**src/rtl/scan_pkg.sv**
```systemverilog
// ============================================================================
// Module : scan_pkg
// Brief  : Shared constants, state type and hex-to-7-segment lookup for the
//          8-digit scan controller.
// Rev    : 1.0  initial release
// ============================================================================
`default_nettype none

package scan_pkg;

    localparam int         NUM_DIG    = 8;
    localparam logic [2:0] SEL_EN_ON  = 3'b100;
    localparam logic [2:0] SEL_EN_OFF = 3'b000;
    localparam logic [7:0] SEG_BLANK  = 8'hFF;

    typedef enum logic [0:0] {
        ST_OFF  = 1'b0,
        ST_SCAN = 1'b1
    } scan_state_e;

    // Active-low {g,f,e,d,c,b,a}
    function automatic logic [6:0] hex2seg(input logic [3:0] nib);
        logic [6:0] seg;
        case (nib)
            4'h0:    seg = 7'h40;
            4'h1:    seg = 7'h79;
            4'h2:    seg = 7'h24;
            4'h3:    seg = 7'h30;
            4'h4:    seg = 7'h19;
            4'h5:    seg = 7'h12;
            4'h6:    seg = 7'h02;
            4'h7:    seg = 7'h78;
            4'h8:    seg = 7'h00;
            4'h9:    seg = 7'h10;
            4'hA:    seg = 7'h08;
            4'hB:    seg = 7'h03;
            4'hC:    seg = 7'h46;
            4'hD:    seg = 7'h21;
            4'hE:    seg = 7'h06;
            default: seg = 7'h0E;
        endcase
        return seg;
    endfunction

endpackage

`default_nettype wire

```
**src/rtl/scan_ctrl_8dig_hex2seg7.sv**
```systemverilog
// ============================================================================
// Module : hex2seg7
// Brief  : Combinational nibble to active-low seven-segment pattern.
// Rev    : 1.0  initial release
// ============================================================================
`default_nettype none

module hex2seg7
    import scan_pkg::*;
(
    input  logic [3:0] i_nib,
    output logic [6:0] o_seg
);

    assign o_seg = hex2seg(i_nib);

endmodule

`default_nettype wire

```
**src/rtl/scan_ctrl_8dig.sv**
```systemverilog
// ============================================================================
// Module : scan_ctrl_8dig
// Brief  : Time-multiplexed scan controller for an 8-digit seven-segment
//          display with frame-aligned shadow-register value updates.
// Rev    : 1.0  initial release
// ============================================================================
`default_nettype none

module scan_ctrl_8dig
    import scan_pkg::*;
#(
    parameter int DIV_CNT = 100000
)
(
    input  logic        clk_i,
    input  logic        rst_n_i,
    input  logic        en_i,
    input  logic        load_i,
    input  logic [31:0] value_i,
    input  logic [7:0]  dp_i,
    input  logic [7:0]  blank_i,
    output logic [2:0]  sel_o,
    output logic [2:0]  sel_en_o,
    output logic [7:0]  seg_o,
    output logic        load_ack_o
);

    localparam int              PW          = (DIV_CNT > 2) ? $clog2(DIV_CNT) : 1;
    localparam logic [PW-1:0]   c_PRESC_MAX = PW'(DIV_CNT - 1);

    scan_state_e          r_state_q,  w_state_d;
    logic [PW-1:0]        r_presc_q,  w_presc_d;
    logic [2:0]           r_sel_q,    w_sel_d;
    logic [2:0]           r_sel_en_q, w_sel_en_d;
    logic [7:0]           r_seg_q,    w_seg_d;
    logic                 r_ack_q,    w_ack_d;
    logic [31:0]          r_val_q,    w_val_d;
    logic [NUM_DIG-1:0]   r_dp_q,     w_dp_d;
    logic [31:0]          r_sh_val_q, w_sh_val_d;
    logic [NUM_DIG-1:0]   r_sh_dp_q,  w_sh_dp_d;
    logic                 r_pend_q,   w_pend_d;

    logic                 w_tick;
    logic                 w_boundary;
    logic                 w_apply;
    logic [3:0]           w_nib;
    logic [6:0]           w_seg7;

    assign w_tick     = (r_state_q == ST_SCAN) && (r_presc_q == c_PRESC_MAX);
    assign w_boundary = en_i && w_tick && (r_sel_q == 3'd7);
    // While dark there is no frame to tear, so a pending value lands at once
    assign w_apply    = r_pend_q && ((r_state_q == ST_OFF) || w_boundary);

    // Segment data is looked up from next-state sel/display so it tracks sel_o
    assign w_nib = w_val_d[{w_sel_d, 2'b00} +: 4];

    hex2seg7 u_hex2seg7 (
        .i_nib (w_nib),
        .o_seg (w_seg7)
    );

    always_comb begin
        w_state_d  = en_i ? ST_SCAN : ST_OFF;
        w_presc_d  = r_presc_q;
        w_sel_d    = r_sel_q;
        w_sel_en_d = en_i ? SEL_EN_ON : SEL_EN_OFF;
        w_val_d    = r_val_q;
        w_dp_d     = r_dp_q;
        w_sh_val_d = r_sh_val_q;
        w_sh_dp_d  = r_sh_dp_q;
        w_pend_d   = r_pend_q;
        w_ack_d    = w_apply;
        w_seg_d    = SEG_BLANK;

        if (!en_i) begin
            w_presc_d = '0;
            w_sel_d   = 3'd0;
        end else if (r_state_q == ST_SCAN) begin
            if (w_tick) begin
                w_presc_d = '0;
                w_sel_d   = r_sel_q + 3'd1;
            end else begin
                w_presc_d = r_presc_q + 1'b1;
            end
        end

        if (w_apply) begin
            w_val_d  = r_sh_val_q;
            w_dp_d   = r_sh_dp_q;
            w_pend_d = 1'b0;
        end

        // A load coinciding with an apply is queued for the following boundary
        if (load_i) begin
            w_sh_val_d = value_i;
            w_sh_dp_d  = dp_i;
            w_pend_d   = 1'b1;
        end

        if (en_i && !blank_i[w_sel_d]) begin
            w_seg_d = {~w_dp_d[w_sel_d], w_seg7};
        end
    end

    always_ff @(posedge clk_i or negedge rst_n_i) begin
        if (!rst_n_i) begin
            r_state_q  <= ST_OFF;
            r_presc_q  <= '0;
            r_sel_q    <= 3'd0;
            r_sel_en_q <= SEL_EN_OFF;
            r_seg_q    <= SEG_BLANK;
            r_ack_q    <= 1'b0;
            r_val_q    <= '0;
            r_dp_q     <= '0;
            r_sh_val_q <= '0;
            r_sh_dp_q  <= '0;
            r_pend_q   <= 1'b0;
        end else begin
            r_state_q  <= w_state_d;
            r_presc_q  <= w_presc_d;
            r_sel_q    <= w_sel_d;
            r_sel_en_q <= w_sel_en_d;
            r_seg_q    <= w_seg_d;
            r_ack_q    <= w_ack_d;
            r_val_q    <= w_val_d;
            r_dp_q     <= w_dp_d;
            r_sh_val_q <= w_sh_val_d;
            r_sh_dp_q  <= w_sh_dp_d;
            r_pend_q   <= w_pend_d;
        end
    end

    assign sel_o      = r_sel_q;
    assign sel_en_o   = r_sel_en_q;
    assign seg_o      = r_seg_q;
    assign load_ack_o = r_ack_q;

endmodule

`default_nettype wire

```
**config.mk**
```make
export PLATFORM = sky130hd
export DESIGN_NAME = scan_ctrl_8dig
export DESIGN_NICKNAME = d
export VERILOG_FILES = /design/src/rtl/scan_pkg.sv /design/src/rtl/scan_ctrl_8dig_hex2seg7.sv /design/src/rtl/scan_ctrl_8dig.sv
export SDC_FILE = /design/constraint.sdc
export NUM_CORES = 1
export LEC_CHECK = 0
export CAP_MARGIN = 15
export CORE_AREA = 2 2 126 128
export DETAILED_ROUTE_END_ITERATION = 8
export DIE_AREA = 0 0 128 130
export PLACE_DENSITY_LB_ADDON = 0.1
export SYNTH_ARGS = -nofsm -noshare
export SYNTH_HDL_FRONTEND = slang
export SYNTH_SLANG_ARGS = --single-unit
```
**constraint.sdc**
```tcl
create_clock -name clk_i -period 3.8 [get_ports clk_i]
set_clock_uncertainty 0.05 [all_clocks]
set_input_delay 0.76 -clock clk_i [delete_from_list [all_inputs] [get_ports clk_i]]
set_output_delay 0.76 -clock clk_i [all_outputs]
set_load 0.02 [all_outputs]
```
# Yosys cells after proc, flatten, opt, wreduce, memory -nomap -nowiden
# Memories as Yosys holds them, arrays and structs flattened.
# Cells that the tools add are included.
# totals
word_cells	46
output_inout_bits	15
reg_bits	114
n_memories	1
in_bits	52
mem_bits_ro	112
# memory_table
name	depth	word_bits	read_ports	rd_clocked_by_memory_dff	wr	line	rtl
(name not given)	16	7	1	0	0	scan_pkg.sv:24	case (nib)
# classes
eq_ne	3
n_addsub	2
order_cmp	1
bitwise_logic	2
shift	1
n_reduce_logical	8
muxes	17
# op_table
operator	n
17-bit 2-to-1 mux	3
32-bit 2-to-1 mux	1
32-bit by 6-bit variable part select with 4-bit output	1
17-bit by 1-bit adder with 17-bit output (second input constant)	1
17-bit == test (second input constant)	1
8-bit 2-to-1 mux	2
3-bit 2-to-1 mux	4
1-bit binary-select mux with 3-bit select	2
1-bit logical AND	5
1-bit 2-to-1 mux	5
3-bit by 4-bit < comparator with 1-bit output (second input constant)	1
3-bit by 1-bit adder with 3-bit output (second input constant)	1
3-bit == test (second input constant)	1
2-bit by 1-bit != test with 1-bit output (second input constant)	1
1-bit NOT	2
2-bit nonzero test	1
1-bit zero test	1
1-bit logical OR	1

# Depth between registers and ports, before layout
# Gate-level depths: netlist of the first run.
# logic_depth
depth_word	11
ltp_mapped	16
mapped_depth_nobuf	14

# Cells and area by module
# Synthesis of the first run repeated with hierarchy kept, for this count alone.
# unflattened
cells_unflattened	417
hier_area_um2	5306.3
# modules_own_cells
module	cells_each	seq_area_each_um2	instances	area_each_um2
scan_ctrl_8dig	385	2787.7	1	5031.1
hex2seg7	32	0.0	1	275.3

# Worst setup path before layout of the first run
# OpenSTA, ideal clock, no wires.
# synth_path
path_type	flip-flop to flip-flop
from	reg r_presc_q[8]
to	reg r_seg_q[0] (netlist: seg_o[0])
setup_time_ns	0.094
arrival_time_ns	3.737
t_required_ns	3.656
slack_ns	-0.081
n_path_buf	2
synth_period_minus_slack_ns	3.881
stages_incl_launch_ff	14
cell_sequence	dfrtp_1 > or4b_4 > nor4_4 > and2_4 > buf_8 > mux2_4 > inv_4 > buf_6 > mux4_2 > mux2_2 > ha_1 > nand3_1 > a21oi_1 > or4_1
# synth_between
elab_chain_len	10
elab_cells_between_ends	17
classes_between	1 x eq/ne; 1 x shift; 7 x mux; 7 x reduce/logical; 1 x memory
# synth_rtl
item	line	rtl
start, declared	scan_ctrl_8dig.sv:32	logic [PW-1:0] r_presc_q, w_presc_d;
start signal, assigned	scan_ctrl_8dig.sv:120	r_presc_q <= w_presc_d;
17-bit == test (*)	scan_ctrl_8dig.sv:49	assign w_tick = (r_state_q == ST_SCAN) && (r_presc_q == c_PRESC_MAX);
1-bit logical AND (*)	scan_ctrl_8dig.sv:49	
3-bit 2-to-1 mux (*)	scan_ctrl_8dig.sv:79	if (w_tick) begin
3-bit 2-to-1 mux (*)	scan_ctrl_8dig.sv:78	end else if (r_state_q == ST_SCAN) begin
3-bit 2-to-1 mux (*)	scan_ctrl_8dig.sv:75	if (!en_i) begin
net w_sel_d[0]	scan_ctrl_8dig.sv:33	logic [2:0] r_sel_q, w_sel_d;
branches (longest 4 deep; another with memory 16 x 7 bit)	-	
8-bit 2-to-1 mux (*)	scan_ctrl_8dig.sv:100	if (en_i && !blank_i[w_sel_d]) begin
net w_seg_d[0]	scan_ctrl_8dig.sv:35	logic [7:0] r_seg_q, w_seg_d;
end signal, assigned	scan_ctrl_8dig.sv:123	r_seg_q <= w_seg_d;
end, declared	scan_ctrl_8dig.sv:35	
# Mark *: on every way through the listed nets, which the timed path passes. The select of a mux whose other input is x is not followed.
# A chain may end at the register's enable or synchronous reset.

# Worst setup path after layout of the first run
# layout_path
from	reg r_presc_q[12]
to	reg r_seg_q[0] (netlist: seg_o[0])
# layout_between
elab_chain_len	10
elab_cells_between_ends	17
classes_between	1 x eq/ne; 1 x shift; 7 x mux; 7 x reduce/logical; 1 x memory
# layout_rtl
item	line	rtl
17-bit == test	scan_ctrl_8dig.sv:49	
1-bit logical AND	scan_ctrl_8dig.sv:49	
1-bit logical AND (2 in series)	scan_ctrl_8dig.sv:50	assign w_boundary = en_i && w_tick && (r_sel_q == 3'd7);
1-bit logical OR	scan_ctrl_8dig.sv:52	assign w_apply = r_pend_q && ((r_state_q == ST_OFF) || w_boundary);
1-bit logical AND	scan_ctrl_8dig.sv:52	
32-bit 2-to-1 mux	scan_ctrl_8dig.sv:87	if (w_apply) begin
net w_val_d[8]	scan_ctrl_8dig.sv:37	logic [31:0] r_val_q, w_val_d;
32-bit by 6-bit variable part select with 4-bit output	scan_ctrl_8dig.sv:55	assign w_nib = w_val_d[{w_sel_d, 2'b00} +: 4];
memory 16 x 7 bit	-	
8-bit 2-to-1 mux	scan_ctrl_8dig.sv:100	
net w_seg_d[0]	scan_ctrl_8dig.sv:35	
# The timed path passes the listed nets, and every way through them passes these cells. The select of a mux whose other input is x is not followed.

==> results of run 1 <==
timing repair:
item | in CTS | in global routing
hold buffers | 0 | 0
pin swaps | 5 | 9
gates cloned | 0 | 0
setup endpoints to repair | 1 | 7
buffers inserted | 5 | 4
gates resized for setup | 8 | 5
metal layers:
| metal | track usage [%] | wire [um] | vias to the layer above | share of wire (%) |
|---|---|---|---|---|
| li1 | - | - | 1600 | - |
| met3 | 3.239 | 334 | 10 | 3.0 |
| met2 | 23.44 | 5366 | 59 | 48 |
| met5 | 0 | 0 | - | 0 |
| met1 | 18.93 | 5207 | 1705 | 47 |
| met4 | 5.042 | 180 | 0 | 1.6 |
worst min-delay path by stage:
stage / cells after the start / end / startpoint
after floorplan: 0 / load_ack_o / rst_n_i
final: 1 / r_presc_q[12] / rst_n_i
after detailed placement: 1 / r_val_q[21] / r_val_q[21]
after global placement: 1 / r_val_q[9] / r_val_q[9]
after global routing: 1 / r_dp_q[0] / r_dp_q[0]
after CTS: 1 / r_presc_q[12] / rst_n_i
worst max-delay path: stages (launching register included):
cell     delay (ns)
dfrtp_1        0.38
or4b_4         0.55
nor4_4         0.14
buf_4          0.18
a32oi_4        0.15
buf_12         0.17
mux2_4         0.30
mux4_2         0.47
mux2_4         0.32
ha_2           0.20
inv_2          0.08
a21o_1         0.10
a21oi_1        0.06
or4_1          0.44
synth_stat cells, drive strengths merged:
master	count	share of area (%)
o21ai	10	0.96
or4b	1	0.26
clkinv	2	0.17
a221o	4	0.77
xor2	8	1.3
a32o	1	0.22
nor4	1	0.41
dfrtp	103	49
or2	4	0.48
buf	12	2.1
nor4b	1	0.46
conb	1	0.072
a311o	1	0.19
mux2i	13	2.6
nand4b	1	0.17
and3	3	0.36
inv	8	0.62
nand2b	2	0.38
o22a	1	0.34
nand2	22	1.7
xnor2	2	0.34
nor3	5	0.48
mux4	6	2.7
mux2	87	19
a22oi	1	0.14
a31oi	2	0.24
a32oi	2	0.70
and2	4	0.58
a21oi	9	0.93
dfstp	8	4.0
a21o	2	0.29
ha	9	2.2
nand4	4	0.48
nor2	24	1.8
nand3	9	0.86
or3	5	0.60
a311oi	1	0.17
clkbuf	7	0.70
or4	1	0.14
nor3b	1	0.14
o211ai	3	0.43
per-stage QoR:
step / util (%) / setup TNS [ns] / total power (uW) / setup WS, ns
5_1_grt: 43.62 / -0.01062 / 3102 / -0.01062
2_1_floorplan: - / 0 / 1695 / 0.006805
3_3_place_gp: 40.78 / -1.223 / 1911 / -0.3065
3_5_place_dp: 40.78 / -1.468 / 1926 / -0.3760
4_1_cts: 43.24 / -0.01315 / 2996 / -0.01315
6_report: 43.62 / 0 / 2951 / 0.1181
state kept, by name, indices dropped and copies added, names as in the netlist:
name	count
r_sh_val_q	32
r_val_q	32
r_presc_q	17
r_dp_q	8
r_sh_dp_q	8
seg_o	8
sel_o	3
load_ack_o	1
r_pend_q	1
sel_en_o	1
power by group through the flow:
stage	Clock, uW	Sequential [uW]	Combinational [uW]
finish	1040	1380	533
detailed placement	0	1400	523
floorplan	0	1390	303
global route	1120	1390	586
CTS	1080	1380	535
global placement	0	1400	512
cell families after synthesis:
kind of cell	count (synthesis)
other cells	1
mux	106
fa+ha+maj	9
simple gates	88
buf+inv	29
xor+xnor	10
compound gates	37
flops	111
area by class of cell:
| class | count | area share [%] |
|---|---|---|
| Timing Repair Buffer | 111 | 15.45 |
| Sequential cell | 111 | 41.44 |
| Inverter | 10 | 0.6137 |
| Clock buffer | 10 | 3.403 |
| Clock inverter | 6 | 1.488 |
| Multi-Input combinational cell | 252 | 34.03 |
| Tap cell | 192 | 3.571 |
==> metrics.txt, run 1 <==
fillcell total=between 1000 and 1500; Tmin final=3.682 ns; grt ovf=0; Die W=~130 um; max frequency=271.6 MHz; r2r endpoint=seg_o[0]; PortBufs=64; crit share post-route=96.89%; die area=0.01664 mm^2; DR WL/cell=approximately 16 um; initial core utilization=33.84%; crit path capture=seg_o[0]; placed cell count=667; largest fanout on the critical path=8; Max IR drop VDD=about 0.00024 V; Detailed Route Iter0 Violations=about 170; Switching Fraction=24.68%; Vias=3374; critical path class=reg -> reg; # setup viols final=0; Vias/cell=a little under 5; routability cong.=0.8377; share of cells above drive strength 1=38.40%; Total GRT Usage=14.35%; initial antenna violation count=0; simple-gate share of the synthesized area=9.300%; HP Class=in -> async; Synth Area in Adders=2.157%; Worst-path clk slew=0.07 ns; CP endpoint kind=flip-flop; most frequent cells in the layout=103 x dfrtp_1, 80 x mux2_2, 62 x clkdlybuf4s50_1, 43 x buf_4, 23 x nor2_1; Pleak=0.002830 uW; MaxCap Viol Count=0; Gate power share=18.1%; Longest Clk Path Bufs=2; Crit. Startpoint=r_presc_q[12]; Final Slew Violations=0; maximum number of pins on one net before global-route repair=59; r2r setup slk=roughly 0.12 ns; commonest non-fill, non-tap cell in the layout=dfrtp_1; vias in the first global route=~3600; WP data required=4.01 ns; CTS sink cnt=111; antenna cell count=0; first-pass GRT wire length=18450 um; Final Hold Viols=0; clock network power share=a little over a third; H-tree depth=3; area of the multi-input gates=~0.0023 mm^2; core outline area=0.01542 mm^2; post-DP HPWL=8145 um; post-synthesis xor/xnor area fraction=1.678%; fin nets=556; status=finished clean; #FFs+latches synth=111; Post-Route WL=between 10000 and 15000 um; post-synth cell types=just over 60; Finished Cell Area=0.006728 mm^2; Max transition margin=~36%; multiplexer share of the synthesized area=24.42%; CTS Buf Count=9; Die Y=130 um; P&R area growth vs syn=28.88%; Startpoint Class=flip-flop; sw power=about 730 uW; largest family of logic cells by synthesized area=multiplexers; 1st-pass router iterations=4; DRC=0; Register Area=0.002788 mm^2; pwr/cell area=438.6 mW/mm^2; Post-Synthesis Cells=391; Reg power frac=46.7%; DRT antenna net count=0; sequential area share after synthesis=53.40%; Worst-Margin Slew=0.9609 ns; TritonCTS clock tree=built; Ports=between 60 and 70; Post-Syn Area=0.005220 mm^2; Skew-Pair Late Insertion Delay=0.35 ns; placed inst area=0.006290 mm^2; mean post-synth cell area=13.35 um^2; compound-cell area share of the yosys netlist=about 5.4%; r2r worst-path depth=13; root buffer cell=clkbuf_16; Fin Hold WS=0.4097 ns; Post-Layout Cell Count=692; Cell Int Power=2222 uW; Reg2Reg Launch Point=r_presc_q[12]; CP arrival=just under 4 ns; Row Count=46; Synth warnings=0
Power figures use the tool's default switching activity.
==> run 2: changes to the inputs <==
--- a/config.mk
+++ b/config.mk
@@ -6,6 +6,8 @@
 export NUM_CORES = 1
 export LEC_CHECK = 0
 export CAP_MARGIN = 15
+export CELL_PAD_IN_SITES_DETAIL_PLACEMENT = 1
+export CELL_PAD_IN_SITES_GLOBAL_PLACEMENT = 1
 export CORE_AREA = 2 2 126 128
 export DETAILED_ROUTE_END_ITERATION = 8
 export DIE_AREA = 0 0 128 130
==> constraint.sdc (replaced) <==
create_clock -name clk_i -period 3.5 [get_ports clk_i]
set_clock_uncertainty 0.05 [all_clocks]
set_input_delay 0.7 -clock clk_i [delete_from_list [all_inputs] [get_ports clk_i]]
set_output_delay 0.7 -clock clk_i [all_outputs]
set_load 0.02 [all_outputs]
==> run 2 against run 1 <==
Effect of this change:
- the flow now finishes with violations (negative setup slack)
- combinational power is 13% higher
- via count increased by 2.1%
- non-clock buffer count grew 12
- register-to-register slack got worse by 0.25 ns
- fmax rose by 1.5%
- die area unchanged
==> metrics.txt, run 2 (synthesis results as in run 1) <==
status=finished, violations left; violated checks=negative setup slack; Die W=128 um (unchanged); largest fanout on the critical path=16 (+8); RSZ-0062 raised after global routing=true; Row Count=46 (unchanged); DRT antenna net count=0 (unchanged); maximum number of pins on one net before global-route repair=50 (-15%); GR Util met2=25.42% (+2.0 points); die area=0.01664 mm^2 (unchanged); CTS sink cnt=111 (unchanged); Skew-Pair Late Insertion Delay=0.36 ns (about the same); Tmin final=3.628 ns (-0.05396 ns); Total GRT Usage=15.43% (+1.1 points); Place WS=-0.4878 ns (-0.1118 ns); DRC=0 (unchanged); Worst-Margin Slew=0.9310 ns (-0.02995 ns); post-DP HPWL=8785 um (+7.9%); Detailed Route Iter0 Violations=143 (-14%); Finished Cell Area=0.006763 mm^2 (+0.52%); PortBufs=64 (unchanged); Die Y=130 um (unchanged); Vias=3445 (+2.1%); share of cells above drive strength 1=40.04% (+1.6 points); Max transition margin=37.94% (+2.0 points); placed inst area=0.006410 mm^2 (+1.9%); max frequency=275.6 MHz (+1.5%); 1st-pass router iterations=4 (unchanged); worst setup margin=-0.1279 ns (-0.2460 ns); Ports=67 (unchanged); # setup viols final=6 (+6); commonest non-fill, non-tap cell in the layout=dfrtp_1; initial antenna violation count=0 (unchanged); first-pass GRT wire length=19930 um (+8.0%); Worst-path clk slew=0.07 ns (about the same); Final Slew Violations=0 (unchanged); antenna cell count=0 (unchanged); DR WL/cell=16.76 um (+4.6%); grt met1 use=20.45% (+1.5 points); CTS Buf Count=9 (unchanged); Max IR drop VDD=0.0003274 V (+35%); Pleak=0.002853 uW (+0.82%); CP arrival=3.85 ns (-0.04 ns); Reg power frac=48.4% (+1.7 points); Longest Clk Path Bufs=2 (unchanged); critical path class=reg -> reg; biggest regs=r_sh_val_q (32), r_val_q (32), r_presc_q (17); vias in the first global route=3797 (+6.5%); CP endpoint kind=flip-flop; WP data required=3.72 ns (-0.29 ns); Post-Route WL=11800 um (+6.4%); root buffer cell=clkbuf_16; grt ovf=0 (unchanged); Final Hold Viols=0 (unchanged); MaxCap Viol Count=0 (unchanged); Post-Layout Cell Count=704 (+1.7%); Cell Int Power=2276 uW (+2.4%); Vias/cell=4.893 (+0.36%); P&R area growth vs syn=29.55%; Gate power share=19.5% (+1.4 points); Startpoint Class=flip-flop; HP Class=in -> async; Top Usage Layer GRT=met2; Switching Fraction=26.35% (+1.7 points); placed cell count=684 (+2.5%); overall power=3090 uW (+4.7%); core outline area=0.01542 mm^2 (unchanged); met3 usage=4.182% (+0.94 points); crit share post-route=103.7% (+6.8 points); Fin Hold WS=0.3183 ns (-0.09136 ns); TritonCTS clock tree=built; fin nets=568 (+2.2%); pwr/cell area=457.0 mW/mm^2 (+4.2%); most frequent cells in the layout=103 x dfrtp_1, 80 x mux2_2, 62 x clkdlybuf4s50_1, 57 x buf_4, 23 x nor2_1; routability cong.=0.8081 (-3.5%); sw power=814.3 uW (+12%); clock network power share=32.1% (-3.2 points); initial core utilization=33.84% (unchanged); H-tree depth=3 (unchanged)
run 2: cell count changes in the layout (fill, tap and decap cells not counted), sizes merged:
cell / delta
inv: -1
clkinvlp: +1
buf: +12
bufinv: -2
clkinv: +2
run 2: area by class of cell:
cell class	instances	area (um^2)
fillers	1632	8662
flip-flops and latches	111	2788
multi-input cells	252	2298
repair buffers	123	1105
well taps	192	240.2
clock buffers	10	229.0
clock inverters	6	55.05
inverters	10	47.55
run 2: power by group through the flow:
| stage | clock network (uW) | registers, uW | logic [uW] |
|---|---|---|---|
| 6_report | 993 | 1490 | 602 |
| 4_1_cts | 1030 | 1500 | 603 |
| 5_1_grt | 1090 | 1520 | 663 |
| 3_5_place_dp | 0 | 1520 | 586 |
| 2_1_floorplan | 0 | 1510 | 334 |
| 3_3_place_gp | 0 | 1520 | 568 |
run 2: critical path: stages (launching register included):
cell	delay (ns)
dfrtp_1	0.39
or4b_4	0.55
nor4_4	0.17
buf_4	0.18
a32oi_4	0.12
buf_12	0.17
buf_4	0.14
mux2_2	0.27
mux4_2	0.48
mux2_4	0.33
ha_4	0.17
nand3_2	0.06
a21oi_1	0.06
or4_1	0.39
run 2: through the flow:
step / util, % / setup TNS, ns
final: 43.84 / -0.5680
after global routing: 43.84 / -1.539
after CTS: 43.75 / -0.6831
after detailed placement: 41.56 / -2.762
after global placement: 41.56 / -2.505
after floorplan: - / -0.4552
run 2: worst paths after layout:
check                              start  depth (start not counted)  slack [ns]            end
min                              rst_n_i                          1        0.32  r_presc_q[12]
min in group clk_i             r_dp_q[5]                          1        0.45      r_dp_q[5]
max                        r_presc_q[12]                         13       -0.13       seg_o[0]
max in group asynchronous        rst_n_i                          2        2.29       seg_o[5]
min reg2reg                    r_dp_q[5]                          1        0.45      r_dp_q[5]
max reg2reg                r_presc_q[12]                         13       -0.13       seg_o[0]
run 2: what timing repair did:
item | CTS | global route
endpoints found under the hold margin | 0 | 0
hold buffers | 0 | 0
pin swaps | 2 | 0
gates resized for setup | 11 | 2
setup buffers | 4 | 0
setup endpoints to repair | 7 | 7
gates cloned | 0 | 0
run 2: routing by layer:
layer / vias up / wire length, um
li1: 1619 / -
met1: 1761 / 5584
met2: 55 / 5664
met3: 10 / 421
met4: 0 / 127
met5: - / 0
